## config.mk

```make
export PLATFORM = sky130hd
export DESIGN_NAME = recur_sched_ctrl_flat
export DESIGN_NICKNAME = d
export VERILOG_FILES = /design/src/rtl/recur_sched_ctrl_if.sv /design/src/rtl/recur_sched_ctrl.sv /design/src/flat_wrapper.sv
export SDC_FILE = /design/constraint.sdc
export NUM_CORES = 1
export LEC_CHECK = 0
export CORE_ASPECT_RATIO = 0.8
export CORE_MARGIN = 4
export CORE_UTILIZATION = 61
export CTS_CLUSTER_SIZE = 28
export DETAILED_ROUTE_END_ITERATION = 7
export PLACE_DENSITY = 0.86
export SETUP_SLACK_MARGIN = 0.05
export SYNTH_ARGS = -nofsm -noshare
export SYNTH_HDL_FRONTEND = slang
export SYNTH_SLANG_ARGS = --single-unit
```

## constraint.sdc

```tcl
create_clock -name clk -period 22.2 [get_ports clk]
set_input_delay 3.33 -clock clk [delete_from_list [all_inputs] [get_ports clk]]
set_output_delay 3.33 -clock clk [all_outputs]
set_load 0.02 [all_outputs]
```

## src/rtl/recur_sched_ctrl_if.sv

```systemverilog
// Start/status, ROM-read and execute-unit handshake signals of recur_sched_ctrl.
// The slave modport is the controller side; the master modport is its environment.
interface recur_sched_ctrl_if #(
    parameter int IW = 8,
    parameter int DW = 32
);
    localparam int FW = 4 * IW;

    logic              start;
    logic [FW-1:0]     root_frame;
    logic              busy;
    logic              done;
    logic              overflow;
    logic              rom_ce;
    logic              rom_sel;
    logic [IW-1:0]     rom_addr;
    logic [DW-1:0]     rom_data;
    logic              ex_valid;
    logic [FW-1:0]     ex_frame;
    logic [DW-1:0]     ex_d;
    logic [DW-1:0]     ex_occ_k;
    logic [DW-1:0]     ex_occ_l;
    logic              ex_ready;
    logic [2:0]        ex_push_cnt;
    logic [4*FW-1:0]   ex_push_frames;

    modport master (
        output start, root_frame, rom_data, ex_ready, ex_push_cnt, ex_push_frames,
        input  busy, done, overflow, rom_ce, rom_sel, rom_addr,
               ex_valid, ex_frame, ex_d, ex_occ_k, ex_occ_l
    );

    modport slave (
        input  start, root_frame, rom_data, ex_ready, ex_push_cnt, ex_push_frames,
        output busy, done, overflow, rom_ce, rom_sel, rom_addr,
               ex_valid, ex_frame, ex_d, ex_occ_k, ex_occ_l
    );
endinterface

```

## src/rtl/recur_sched_ctrl.sv

```systemverilog
// Stack-driven traversal controller: pops a frame, fetches D(i), Occ(k-1) and Occ(l) from ROM,
// offers it to the execute unit and pushes back up to four child frames it returns.
module recur_sched_ctrl #(
    parameter int IW      = 8,
    parameter int DW      = 32,
    parameter int DEPTH   = 16,
    parameter int ROM_LAT = 1
) (
    input  logic              clk,
    input  logic              rst,
    recur_sched_ctrl_if.slave bus
);
    localparam int FW  = 4 * IW;
    localparam int AW  = $clog2(DEPTH);
    localparam int SPW = AW + 1;
    localparam int CW  = $clog2(ROM_LAT + 1) + 1;

    typedef enum logic [2:0] {
        IDLE  = 3'd0,
        POP   = 3'd1,
        RD_D  = 3'd2,
        RD_OK = 3'd3,
        RD_OL = 3'd4,
        EXEC  = 3'd5,
        PUSH  = 3'd6,
        DONE  = 3'd7
    } state_t;

    function automatic logic [IW-1:0] frame_i(input logic [FW-1:0] f);
        return f[4*IW-1 -: IW];
    endfunction

    function automatic logic [IW-1:0] frame_k(input logic [FW-1:0] f);
        return f[2*IW-1 -: IW];
    endfunction

    function automatic logic [IW-1:0] frame_l(input logic [FW-1:0] f);
        return f[IW-1:0];
    endfunction

    state_t          state_r, state_s;
    logic [CW-1:0]   cnt_r;
    logic [SPW-1:0]  sp_r;
    logic [FW-1:0]   stack_r [DEPTH];
    logic [FW-1:0]   cur_frame_r;
    logic [FW-1:0]   next_frame_s;
    logic [FW-1:0]   push_frame_s;
    logic [4*FW-1:0] push_frames_r;
    logic [1:0]      push_idx_r;
    logic [2:0]      push_cnt_sat_s;
    logic [AW-1:0]   top_idx_s;
    logic            rd_last_s, rd_enter_s, accept_s, stack_full_s, k_zero_s;
    logic            rom_sel_s;
    logic [IW-1:0]   rom_addr_s;

    logic            busy_r, done_r, overflow_r, rom_ce_r, rom_sel_r, ex_valid_r;
    logic [IW-1:0]   rom_addr_r;
    logic [DW-1:0]   ex_d_r, ex_occ_k_r, ex_occ_l_r;

    assign rd_last_s      = (cnt_r == CW'(ROM_LAT));
    assign accept_s       = (state_r == EXEC) && bus.ex_ready;
    assign stack_full_s   = (sp_r == SPW'(DEPTH));
    assign top_idx_s      = AW'(sp_r - SPW'(1));
    assign k_zero_s       = (frame_k(cur_frame_r) == IW'(0));
    assign push_cnt_sat_s = (bus.ex_push_cnt > 3'd4) ? 3'd4 : bus.ex_push_cnt;
    assign push_frame_s   = push_frames_r[push_idx_r * FW +: FW];
    // The frame being popped is not in cur_frame_r yet, so the D address comes straight from the stack.
    assign next_frame_s   = (state_r == POP) ? stack_r[top_idx_s] : cur_frame_r;

    // Next-state logic of the traversal FSM.
    always_comb begin
        state_s = state_r;
        case (state_r)
            IDLE: begin
                if (bus.start) state_s = POP;
                else           state_s = IDLE;
            end
            POP: state_s = RD_D;
            RD_D: begin
                if (!rd_last_s)    state_s = RD_D;
                else if (k_zero_s) state_s = RD_OL;
                else               state_s = RD_OK;
            end
            RD_OK: begin
                if (rd_last_s) state_s = RD_OL;
                else           state_s = RD_OK;
            end
            RD_OL: begin
                if (rd_last_s) state_s = EXEC;
                else           state_s = RD_OL;
            end
            EXEC: begin
                if (!accept_s)                      state_s = EXEC;
                else if (push_cnt_sat_s != 3'd0)    state_s = PUSH;
                else if (sp_r == SPW'(0))           state_s = DONE;
                else                                state_s = POP;
            end
            PUSH: begin
                // Every push either stores a frame or finds the stack full, so it is never empty here.
                if (push_idx_r == 2'd0) state_s = POP;
                else                    state_s = PUSH;
            end
            DONE:    state_s = IDLE;
            default: state_s = IDLE;
        endcase
    end

    // ROM strobe, table select and address for the first cycle of each read state.
    always_comb begin
        rd_enter_s = 1'b0;
        rom_sel_s  = 1'b0;
        rom_addr_s = '0;
        if (state_s != state_r) begin
            case (state_s)
                RD_D: begin
                    rd_enter_s = 1'b1;
                    rom_addr_s = frame_i(next_frame_s);
                end
                RD_OK: begin
                    rd_enter_s = 1'b1;
                    rom_sel_s  = 1'b1;
                    rom_addr_s = frame_k(next_frame_s) - IW'(1);
                end
                RD_OL: begin
                    rd_enter_s = 1'b1;
                    rom_sel_s  = 1'b1;
                    rom_addr_s = frame_l(next_frame_s);
                end
                default: begin
                    rd_enter_s = 1'b0;
                    rom_sel_s  = 1'b0;
                    rom_addr_s = '0;
                end
            endcase
        end else begin
            rd_enter_s = 1'b0;
            rom_sel_s  = 1'b0;
            rom_addr_s = '0;
        end
    end

    // State register and per-state cycle counter for the ROM read states.
    always_ff @(posedge clk or posedge rst) begin
        if (rst) begin
            state_r <= IDLE;
            cnt_r   <= '0;
        end else begin
            state_r <= state_s;
            if (state_s != state_r)                      cnt_r <= '0;
            else if (state_r inside {RD_D, RD_OK, RD_OL}) cnt_r <= cnt_r + CW'(1);
            else                                          cnt_r <= '0;
        end
    end

    // Stack pointer, current frame, fetched data, push bookkeeping and overflow flag.
    always_ff @(posedge clk or posedge rst) begin
        if (rst) begin
            sp_r          <= '0;
            cur_frame_r   <= '0;
            overflow_r    <= 1'b0;
            push_frames_r <= '0;
            push_idx_r    <= 2'd0;
            ex_d_r        <= '0;
            ex_occ_k_r    <= '0;
            ex_occ_l_r    <= '0;
        end else begin
            case (state_r)
                IDLE: begin
                    if (bus.start) begin
                        sp_r       <= SPW'(1);
                        overflow_r <= 1'b0;
                    end
                end
                POP: begin
                    cur_frame_r <= stack_r[top_idx_s];
                    sp_r        <= sp_r - SPW'(1);
                end
                RD_D: begin
                    if (rd_last_s) begin
                        ex_d_r <= bus.rom_data;
                        if (k_zero_s) ex_occ_k_r <= '0;
                    end
                end
                RD_OK: if (rd_last_s) ex_occ_k_r <= bus.rom_data;
                RD_OL: if (rd_last_s) ex_occ_l_r <= bus.rom_data;
                EXEC: begin
                    if (accept_s) begin
                        push_frames_r <= bus.ex_push_frames;
                        push_idx_r    <= 2'(push_cnt_sat_s - 3'd1);
                    end
                end
                PUSH: begin
                    if (stack_full_s) overflow_r <= 1'b1;
                    else              sp_r       <= sp_r + SPW'(1);
                    push_idx_r <= push_idx_r - 2'd1;
                end
                default: ;
            endcase
        end
    end

    // Frame storage; contents are only meaningful below sp_r, so it needs no reset.
    always_ff @(posedge clk) begin
        if (state_r == IDLE && bus.start)
            stack_r[AW'(0)] <= bus.root_frame;
        else if (state_r == PUSH && !stack_full_s)
            stack_r[AW'(sp_r)] <= push_frame_s;
    end

    // Registered status, handshake and ROM-interface outputs.
    always_ff @(posedge clk or posedge rst) begin
        if (rst) begin
            busy_r     <= 1'b0;
            done_r     <= 1'b0;
            ex_valid_r <= 1'b0;
            rom_ce_r   <= 1'b0;
            rom_sel_r  <= 1'b0;
            rom_addr_r <= '0;
        end else begin
            busy_r     <= (state_s != IDLE) && (state_s != DONE);
            done_r     <= (state_s == DONE);
            ex_valid_r <= (state_s == EXEC);
            rom_ce_r   <= rd_enter_s;
            rom_sel_r  <= rom_sel_s;
            rom_addr_r <= rom_addr_s;
        end
    end

    assign bus.busy     = busy_r;
    assign bus.done     = done_r;
    assign bus.overflow = overflow_r;
    assign bus.rom_ce   = rom_ce_r;
    assign bus.rom_sel  = rom_sel_r;
    assign bus.rom_addr = rom_addr_r;
    assign bus.ex_valid = ex_valid_r;
    assign bus.ex_frame = cur_frame_r;
    assign bus.ex_d     = ex_d_r;
    assign bus.ex_occ_k = ex_occ_k_r;
    assign bus.ex_occ_l = ex_occ_l_r;
endmodule

```

## src/flat_wrapper.sv

```systemverilog
// flat-port wrapper written by rule: the top's interface ports become plain ports
module recur_sched_ctrl_flat 
#(
    parameter int IW      = 8,
    parameter int DW      = 32,
    parameter int DEPTH   = 16,
    parameter int ROM_LAT = 1
)
  (clk, rst, bus_start, bus_root_frame, bus_rom_data, bus_ex_ready, bus_ex_push_cnt, bus_ex_push_frames, bus_busy, bus_done, bus_overflow, bus_rom_ce, bus_rom_sel, bus_rom_addr, bus_ex_valid, bus_ex_frame, bus_ex_d, bus_ex_occ_k, bus_ex_occ_l);
  recur_sched_ctrl_if #(.IW(IW), .DW(DW)) bus_i ();
  input  logic clk;
  input  logic rst;
  input wire logic [$bits(bus_i.start)-1:0] bus_start;
  input wire logic [$bits(bus_i.root_frame)-1:0] bus_root_frame;
  input wire logic [$bits(bus_i.rom_data)-1:0] bus_rom_data;
  input wire logic [$bits(bus_i.ex_ready)-1:0] bus_ex_ready;
  input wire logic [$bits(bus_i.ex_push_cnt)-1:0] bus_ex_push_cnt;
  input wire logic [$bits(bus_i.ex_push_frames)-1:0] bus_ex_push_frames;
  output wire logic [$bits(bus_i.busy)-1:0] bus_busy;
  output wire logic [$bits(bus_i.done)-1:0] bus_done;
  output wire logic [$bits(bus_i.overflow)-1:0] bus_overflow;
  output wire logic [$bits(bus_i.rom_ce)-1:0] bus_rom_ce;
  output wire logic [$bits(bus_i.rom_sel)-1:0] bus_rom_sel;
  output wire logic [$bits(bus_i.rom_addr)-1:0] bus_rom_addr;
  output wire logic [$bits(bus_i.ex_valid)-1:0] bus_ex_valid;
  output wire logic [$bits(bus_i.ex_frame)-1:0] bus_ex_frame;
  output wire logic [$bits(bus_i.ex_d)-1:0] bus_ex_d;
  output wire logic [$bits(bus_i.ex_occ_k)-1:0] bus_ex_occ_k;
  output wire logic [$bits(bus_i.ex_occ_l)-1:0] bus_ex_occ_l;
  assign bus_i.start = bus_start;
  assign bus_i.root_frame = bus_root_frame;
  assign bus_i.rom_data = bus_rom_data;
  assign bus_i.ex_ready = bus_ex_ready;
  assign bus_i.ex_push_cnt = bus_ex_push_cnt;
  assign bus_i.ex_push_frames = bus_ex_push_frames;
  assign bus_busy = bus_i.busy;
  assign bus_done = bus_i.done;
  assign bus_overflow = bus_i.overflow;
  assign bus_rom_ce = bus_i.rom_ce;
  assign bus_rom_sel = bus_i.rom_sel;
  assign bus_rom_addr = bus_i.rom_addr;
  assign bus_ex_valid = bus_i.ex_valid;
  assign bus_ex_frame = bus_i.ex_frame;
  assign bus_ex_d = bus_i.ex_d;
  assign bus_ex_occ_k = bus_i.ex_occ_k;
  assign bus_ex_occ_l = bus_i.ex_occ_l;
  recur_sched_ctrl #(.IW(IW), .DW(DW), .DEPTH(DEPTH), .ROM_LAT(ROM_LAT)) u_core (.clk(clk), .rst(rst), .bus(bus_i));
endmodule
```

Word-level counts from Yosys, hierarchy flattened
Memories as Yosys holds them, arrays and structs flattened.
Index checks and enable logic that the tools add are counted.
- add/sub/neg operators: 6
- multiplexer cells: 40
- shifts and indexed selects: 1
- order comparisons: 1
- reduce and logical (&&, ||, !) cells: 26
- equality and inequality tests: 23
- operators by type and width (kind ; number):
    $mux W32 ; 5
    $shiftx A128 B8 Y32 ; 1
    $pmux W32 S2 ; 1
    $reduce_or A32 Y1 ; 1
    $mux W3 ; 8
    $pmux W3 S8 ; 1
    $pmux W8 S3 ; 1
    $eq A3 B3 Y1 const B ; 7
    $pmux W5 S3 ; 1
    $mux W1 ; 14
    $eq A3 B2 Y1 const B ; 4
    $reduce_bool A3 Y1 ; 4
    $mux W5 ; 2
    $ne A2 B1 Y1 const B ; 5
    $logic_not A8 Y1 ; 1
    $mux W8 ; 1
    $reduce_and A2 Y1 ; 4
    $sub A8 B1 Y8 const B ; 1
    $mux W2 ; 3
    $reduce_and A3 Y1 ; 2
    $reduce_bool A2 Y1 ; 3
    $add A5 B1 Y5 const B ; 1
    $eq A5 B5 Y1 const B ; 1
    $logic_not A5 Y1 ; 1
    other kinds (19) ; 24
- memories kept: 1
- bits in registers: 282
- output and inout bits: 142
- bits of input ports: 199
- memory bits (writable): 512
- memory list (name ; words ; width ; read ports ; clocked after Yosys merged registers in ; write ports ; line ; RTL):
    u_core.stack_r ; 16 ; 32 ; 1 ; 0 ; 1 ; recur_sched_ctrl.sv:44 ; logic [FW-1:0] stack_r [DEPTH];

Logic depth before layout (Yosys ltp)
- depth after elaboration: 10
- mapped depth: 17
- mapped depth without buffers: 13

Worst setup path after synthesis
Ideal clock, no wire load.
- path type: input port to flip-flop
- start: input port bus_ex_push_cnt[0]
- end: register u_core.rom_addr_r[7] (netlist: u_core.bus.rom_addr[7])
- data required time: 22.080 ns
- setup time: 0.120 ns
- slack: 17.033 ns
- buffers on the path: 0
- arrival time: 5.047 ns
- stages on the path: 10
- cell sequence: nor3_1 a21boi_0 o22a_1 nand3_1 a221oi_1 nand3_1 o21ai_2 inv_2 and2_1 a41o_1
- longest elaborated chain between the ends: 9
- elaborated cells on any way between the ends: 12
- those cells by class: 1 x order compare; 4 x eq/ne; 6 x mux; 1 x reduce/logical
- RTL lines (element ; line ; RTL):
    start, declared ; flat_wrapper.sv:17 ; input wire logic [$bits(bus_i.ex_push_cnt)-1:0] bus_ex_push_cnt;
    $gt A3 B3 Y1 ; recur_sched_ctrl.sv:65 ; assign push_cnt_sat_s = (bus.ex_push_cnt > 3'd4) ? 3'd4 : bus.ex_push_cnt;
    $mux W3 * ; recur_sched_ctrl.sv:65 ;
    $reduce_bool A3 Y1 * ; recur_sched_ctrl.sv:94 ; else if (push_cnt_sat_s != 3'd0) state_s = PUSH;
    $mux W3 * ; recur_sched_ctrl.sv:94 ;
    $mux W3 * ; recur_sched_ctrl.sv:93 ; if (!accept_s) state_s = EXEC;
    $pmux W3 S8 * ; recur_sched_ctrl.sv:73 ; case (state_r)
    via u_core.state_s[1] ; recur_sched_ctrl.sv:41 ; state_t state_r, state_s;
    $eq A3 B3 Y1 / $eq A3 B2 Y1 (equally long branches) ; recur_sched_ctrl.sv:114 ; case (state_s)
    $pmux W8 S3 ; recur_sched_ctrl.sv:114 ;
    $mux W8 * ; recur_sched_ctrl.sv:113 ; if (state_s != state_r) begin
    via u_core.rom_addr_s[7] ; recur_sched_ctrl.sv:54 ; logic [IW-1:0] rom_addr_s;
    end signal, assigned ; recur_sched_ctrl.sv:225 ; rom_addr_r <= rom_addr_s;
    end, declared ; recur_sched_ctrl.sv:57 ; logic [IW-1:0] rom_addr_r;
Mark *: on every way through the listed nets, which the timed path passes. The rest lies on a longest branch.
A chain may end at the register's enable or synchronous reset.

Worst setup path after layout
Ends and elaborated chain as after synthesis.

==> impl_metrics.py <==
metrics = {
    "outcome": {
        "status": "finished clean",
    },
    "pwr": {
        "leakage_uw": 0.01426,
        "powerDensity_nw_per_um2": 132.1,
        "sequentialPowerShare": 0.394,
        "finalPower_uw": 5030,
        "combPwrFrac": 0.361,
        "ir_drop_uv": 101.5,
        "clockPowerShare": 0.245,
        "switchingPower_uw": 1663,
        "internal_power_uw": 3367,
        "p_sw_frac": 0.3306,
    },
    "cells_and_area": {
        "multi_input_area_um2": 8771,
        "layout_common_cells": "edfxtp_1, clkdlybuf4s50_1, dfrtp_1",
        "fillers": 2776,
        "synthToLayoutAreaGrowth_pct": 20.91,
        "drive_gt1_frac": 0.2700,
        "nets": 2240,
        "fin_area_um2": 38090,
        "final_common_cell": "edfxtp_1",
        "register_area_um2": 22440,
        "utilization": 0.7452,
    },
    "worst_setup_path": {
        "end_kind": "flop",
        "crit_required_ps": 22690,
        "cp_slowest_cell": "nor3_1",
        "cpPeakStageDelay_ps": 590,
        "reg2reg_slack_ps": 16820,
        "crit_family": "compound AO/OA/AOI/OAI gates",
        "crit_chain": "clkdlybuf4s50_1 -> nor3_1 -> a21boi_0 -> o22a_1 -> nand3_1 -> a221oi_1 -> nand3_1 -> o21ai_2 -> inv_2 -> and2_1 -> a41o_1",
        "cpMostUsedCell": "nand3_1",
        "arrival_ps": 6500,
        "path_buf_inv": 2,
        "cp_max_fo": 8,
        "worst_setup_path_start_kind": "input pin",
        "criticalPathCategory": "in2reg",
    },
    "floorplanning": {
        "die_h_um": 211.3,
        "start_util": 0.6163,
        "die_w_um": 262.1,
        "core_area_um2": 51110,
        "dieArea_um2": 55360,
        "row_count": 74,
        "io_pins": 341,
    },
    "placed_design": {
        "hpwl_um": 49990,
        "numPortBuffers": 340,
        "place_area_um2": 35780,
        "routabilityCongestion": 0.8941,
    },
    "run": {
        "drv_cap": 0,
    },
    "clocking": {
        "cts_resized": 0,
        "numClockSinks": 794,
        "cts-root-buf": "clkbuf_16",
        "cts_buffers": 73,
        "cts_tree": "built",
        "clk_latency_ps": 620,
        "ctsHoldBuffers": 0,
        "cts.htree.levels": 3,
        "cts_max_path_buffers": 3,
        "path_clk_slew_ps": 60,
        "post-cts-setup-buffers": 0,
    },
    "timing": {
        "layout_min_cycle_time_ps": 6006,
        "period_share": 0.2705,
        "fin_skew_ps": 23.19,
        "setup_viol": 0,
        "slew_violations": 0,
        "tightest_slew_ps": 1223,
        "tns_ps": 0,
        "rsz0062_at_grt": "false",
        "hold_viol_final": 0,
        "slew_headroom": 0.1846,
        "clock.fmax_mhz": 166.5,
    },
    "detailed_routing": {
        "totalWireLength_um": 85950,
        "dr.pass1.iters": 8,
        "dr.first_iter.drc_count": 2666,
        "wl_per_cell_um": 30.86,
        "post-route-drc-count": 0,
        "vias_per_cell": 6.579,
        "antenna_left": 0,
        "via_count": 18320,
    },
    "global_routing": {
        "top_usage_layer": "met2",
        "grt_pass1_vias": 18890,
        "met2_usage": 0.5004,
        "grt_start_max_net_pins": 92,
        "grt_pass1_wl_um": 123000,
        "grt_usage": 0.3068,
        "antenna_found_initial": 11,
        "grt_use_met1": 0.4131,
        "use_met3": 0.06197,
        "overflow": 0,
    },
    "logic_synthesis": {
        "synthDistinctLibCells": 66,
        "netlist_instances": 1683,
        "async_flop_share": 0.3552,
        "synth-main-ff-cell": "edfxtp_1",
        "synth_seq_cells": 794,
        "synth_warnings": 0,
        "synth_fp_nets": 1887,
        "avgSynthCellArea_um2": 18.72,
        "synth_area_um2": 31500,
        "yosysSeqAreaShare": 0.7121,
        "synth_edf_count": 512,
    },
    "min_path": {
        "hold_path_class": "reg2reg",
    },
}
## through the flow
stage / setup WS (ps) / std cells / hold WS, ps
6_report: 16190 / 2785 / 453.0
3_5_place_dp: 15850 / 2645 / 438.8
5_1_grt: 16180 / 2785 / 486.6
3_3_place_gp: 15960 / 2645 / 422.8
2_1_floorplan: 11090 / 1683 / 406.7
4_1_cts: 16330 / 2773 / 460.5
## cells in the mapped netlist (2+ instances only)
cell,count,area [um^2]
dfrtp_1,282,7057
mux4_2,170,3829
and2_1,11,68.82
xnor2_1,4,35.03
nand4_1,6,37.54
nor2b_1,5,31.28
a21o_1,3,22.52
o22a_1,2,17.52
nor3_1,12,60.06
a21oi_1,14,70.07
mux2i_1,14,140.1
a22o_1,34,297.8
a222oi_1,2,20.02
o31ai_1,2,15.01
or3_1,5,31.28
buf_2,21,105.1
nand2_1,136,510.5
nand2b_1,2,12.51
nor2_1,36,135.1
a22oi_1,7,52.55
buf_1,19,71.32
or4_1,3,22.52
a31oi_1,6,37.54
inv_2,3,11.26
buf_4,2,15.01
clkbuf_1,50,187.7
a32oi_1,5,43.79
nand3b_1,3,22.52
and3_1,2,12.51
a21oi_2,2,17.52
edfxtp_1,512,15370
inv_1,10,37.54
mux2_2,225,2534
buf_6,4,45.04
ha_1,5,62.56
o21a_1,2,15.01
o21ai_0,8,40.04
a221oi_1,2,17.52
nand3_1,24,120.1
a211oi_1,2,15.01
## metal layers
metal	routed length, um	part of all wire	vias to the layer above
met4	3987	0.046	2
met3	8272	0.096	257
met1	30180	0.35	9474
met5	15	0.00017	-
li1	-	-	7328
met2	43490	0.51	1261
## final timing paths
| path | start | cells past startpoint | to |
|---|---|---|---|
| max | bus_ex_push_cnt[0] | 11 | u_core.bus.rom_addr[7] |
| min | u_core.cnt_r[0] | 1 | u_core.cnt_r[0] |
| max reg2reg | u_core.sp_r[0] | 10 | u_core.bus.rom_addr[6] |
| min reg2reg | u_core.cnt_r[0] | 1 | u_core.cnt_r[0] |
| max in group asynchronous | rst | 4 | u_core.push_idx_r[0] |
| min in group asynchronous | rst | 2 | u_core.push_frames_r[13] |
## final cells by class
type,count,share of cell area
Multi-Input combinational cell,780,0.2303
Timing Repair Buffer,374,0.09606
Antenna cell,12,0.0007884
Clock inverter,23,0.007326
Sequential cell,794,0.5891
Tap cell,684,0.02247
Inverter,13,0.001478
Clock buffer,105,0.05250
## cell families after synthesis
group	Yosys count	share of synthesized area
XOR/XNOR	6	0.001907
multiplexers	409	0.2064
AND/OR/NAND/NOR	253	0.03607
AO/OA/AOI/OAI	107	0.02646
buffers and inverters	109	0.01501
flip-flops	794	0.7121
adder cells (fa/ha/maj)	5	0.001986
## worst reg2reg max path, delay by kind of cell (launching register included)
kind	cells	cell delay (ps)
AO/OA/AOI/OAI	2	520
adder cells (fa/ha/maj)	1	800
flip-flops	1	980
AND/OR/NAND/NOR	3	730
multiplexers	2	1040
buffers and inverters	2	1160
## registers in the layout, summed over array words and instances, names as in the netlist, 3 cells and up
signal	cells
u_core.push_frames_r	128
u_core.bus.ex_frame	32
u_core.bus.ex_occ_k	32
u_core.sp_r	5
u_core.bus.rom_addr	8
u_core.bus.ex_d	32
u_core.state_r	3
u_core.bus.ex_occ_l	32
u_core.stack_r	512
## power by group through the flow
stage	combinational [uW]	sequential [uW]	clock (uW)
after global placement	1730	1980	0
final	1810	1980	1230
after floorplan	1040	2080	0
after global routing	1910	2000	1310
after detailed placement	1780	2000	0
after CTS	1810	1980	1240
No activity file was read; power rests on OpenSTA's default activity.
==> variant (same settings) <==
`ROM_LAT` is set to 1 in 2 places; all go to 2.
--- a/src/rtl/recur_sched_ctrl.sv
+++ b/src/rtl/recur_sched_ctrl.sv
@@ -4,7 +4,7 @@
     parameter int IW      = 8,
     parameter int DW      = 32,
     parameter int DEPTH   = 16,
-    parameter int ROM_LAT = 1
+    parameter int ROM_LAT = 2
 ) (
     input  logic              clk,
     input  logic              rst,
--- a/src/flat_wrapper.sv
+++ b/src/flat_wrapper.sv
@@ -4,7 +4,7 @@
     parameter int IW      = 8,
     parameter int DW      = 32,
     parameter int DEPTH   = 16,
-    parameter int ROM_LAT = 1
+    parameter int ROM_LAT = 2
 )
   (clk, rst, bus_start, bus_root_frame, bus_rom_data, bus_ex_ready, bus_ex_push_cnt, bus_ex_push_frames, bus_busy, bus_done, bus_overflow, bus_rom_ce, bus_rom_sel, bus_rom_addr, bus_ex_valid, bus_ex_frame, bus_ex_d, bus_ex_occ_k, bus_ex_occ_l);
   recur_sched_ctrl_if #(.IW(IW), .DW(DW)) bus_i ();
Check against the original RTL: same outputs for any inputs over 4 cycles, from zero or initial values and one cycle with rst high; that may be too few to reach the edited logic, so the function may still have changed.
==> variant against the original RTL <==
  * Wire length increased by 2.3%
  * Worst hold slack improved by 15 ps
  * Total power decreased by 2.9%
  * Area after synthesis increased by 0.53%
  * Maximum frequency increased by 6.5%
  * Non-clock buffer count increased by 1
  * Via count increased by 2.1%
  * Cell area increased by 0.34%
  * Combinational power decreased by 7%
  * Count of clock-buffer cells in the layout unchanged
  * Clock skew increased by 7.5 ps
  * Sequential cell count increased by 1
  * Worst setup slack improved by 370 ps
  * Critical path type unchanged
==> variant: results (changes against the original RTL) <==
The share of layout cells above drive strength 1 was 26.51% (-0.49 points). The total iterations of the first detailed-routing run was 6 (-2). Counting instances in the post-synthesis netlist gives the leading cell types as edfxtp_1 (512), dfrtp_1 (283), mux2_2 (224). Fraction of synthesis flops using an asynchronous set or reset pin: 35.60% (+0.081 points). The logs give 2609 (-2.1%) for the number of DRC markers in iteration 0 and 2670 (+0.95%) for the number of cells after detailed placement. For the number of clock buffers inserted by TritonCTS, the log shows 72 (-1.4%).

The largest driver fanout on the critical path works out to 10 (+2). The wire length of the first global-routing pass is 128.1 mm (+4.2%). The multiplexer fraction of the synthesized cell area is 20.45% (-0.20 points), and the number of nets produced by synthesis is 1913 (+1.4%). The logs give 63 (-4.5%) for the number of distinct library cell variants in the gate-level netlist after synthesis and 2730 (-1.7%) for the fill cell instance count of the final layout. The flow ran to the end, and the final reports show no timing, DRC or antenna violations. The worst slew margin relative to its limit came out at 22.56% (+4.1 points). The via count of the first global-routing pass was 19559 (+3.6%); the initial antenna violation count was 8 (-3). The proportion of synthesized chip area in sequential cells is 70.92% (-0.30 points). For the pin count of the biggest net entering global routing, the log shows 135 (+47%). The number of nets in the layout came out at 2265 (+1.1%).

The fraction of the mapped netlist area in compound gates came out at 2.817% (+0.17 points). The logs give 18711 (+2.1%) for the via count and 0.8719 (-2.5%) for the final weighted congestion in routability-driven placement. For the largest vdd supply drop, the log shows 0.09099 mV (-10%). The global-route usage over all layers is 31.30% (+0.62 points).

The area after detailed placement came out at 35950 um2 (+0.49%).
[variant: worst paths after layout]
| path | cells past startpoint | to | slack (ps) | from |
|---|---|---|---|---|
| max in group asynchronous | 3 | u_core.sp_r[0]$_DFFE_PP0P_ | 17220 | rst |
| min | 1 | u_core.cnt_r[0]$_DFF_PP0_ | 470 | u_core.cnt_r[0]$_DFF_PP0_ |
| max reg2reg | 9 | u_core.bus.rom_addr[6]$_DFF_PP0_ | 17260 | u_core.sp_r[0]$_DFFE_PP0P_ |
| min in group asynchronous | 2 | u_core.push_frames_r[126]$_DFFE_PP0P_ | 3370 | rst |
| min reg2reg | 1 | u_core.cnt_r[0]$_DFF_PP0_ | 470 | u_core.cnt_r[0]$_DFF_PP0_ |
| max | 10 | u_core.bus.rom_addr[7]$_DFF_PP0_ | 16560 | bus_ex_push_cnt[0] |
[variant: routing by layer]
metal | vias up | GRT usage, % | wire length [um]
met4 | 8 | 14.72 | 4632
met5 | - | 0 | 42
li1 | 7424 | - | -
met3 | 303 | 6.937 | 8527
met1 | 9656 | 39.83 | 30080
met2 | 1320 | 52.50 | 44630
[variant: final cells by class]
class                   count  area (um2)  share of cell area (%)
diodes                      9       22.52                 0.05894
clock buffers             105        2032                   5.317
clock inverters            25       207.7                  0.5435
inverters                  15       63.81                  0.1670
multi-input cells         801        8905                   23.30
flip-flops and latches    795       22460                   58.78
well taps                 684       855.8                   2.240
repair buffers            375        3666                   9.593
[variant: critical path, stage by stage]
cell and delay (ps):
clkdlybuf4s50_1 490, nor3_1 490, nand3b_1 120, a31oi_1 380, nand2_1 340, nand3_1 230
a22o_1 370, inv_1 120, o21ai_1 120, o41ai_2 110
[variant: report_power, final]
part	leakage [uW]	internal (uW)	total, uW	switching (uW)
registers	0.00830	1840	1990	149
clock network	0.00110	673	1210	540
logic	0.00487	772	1680	909
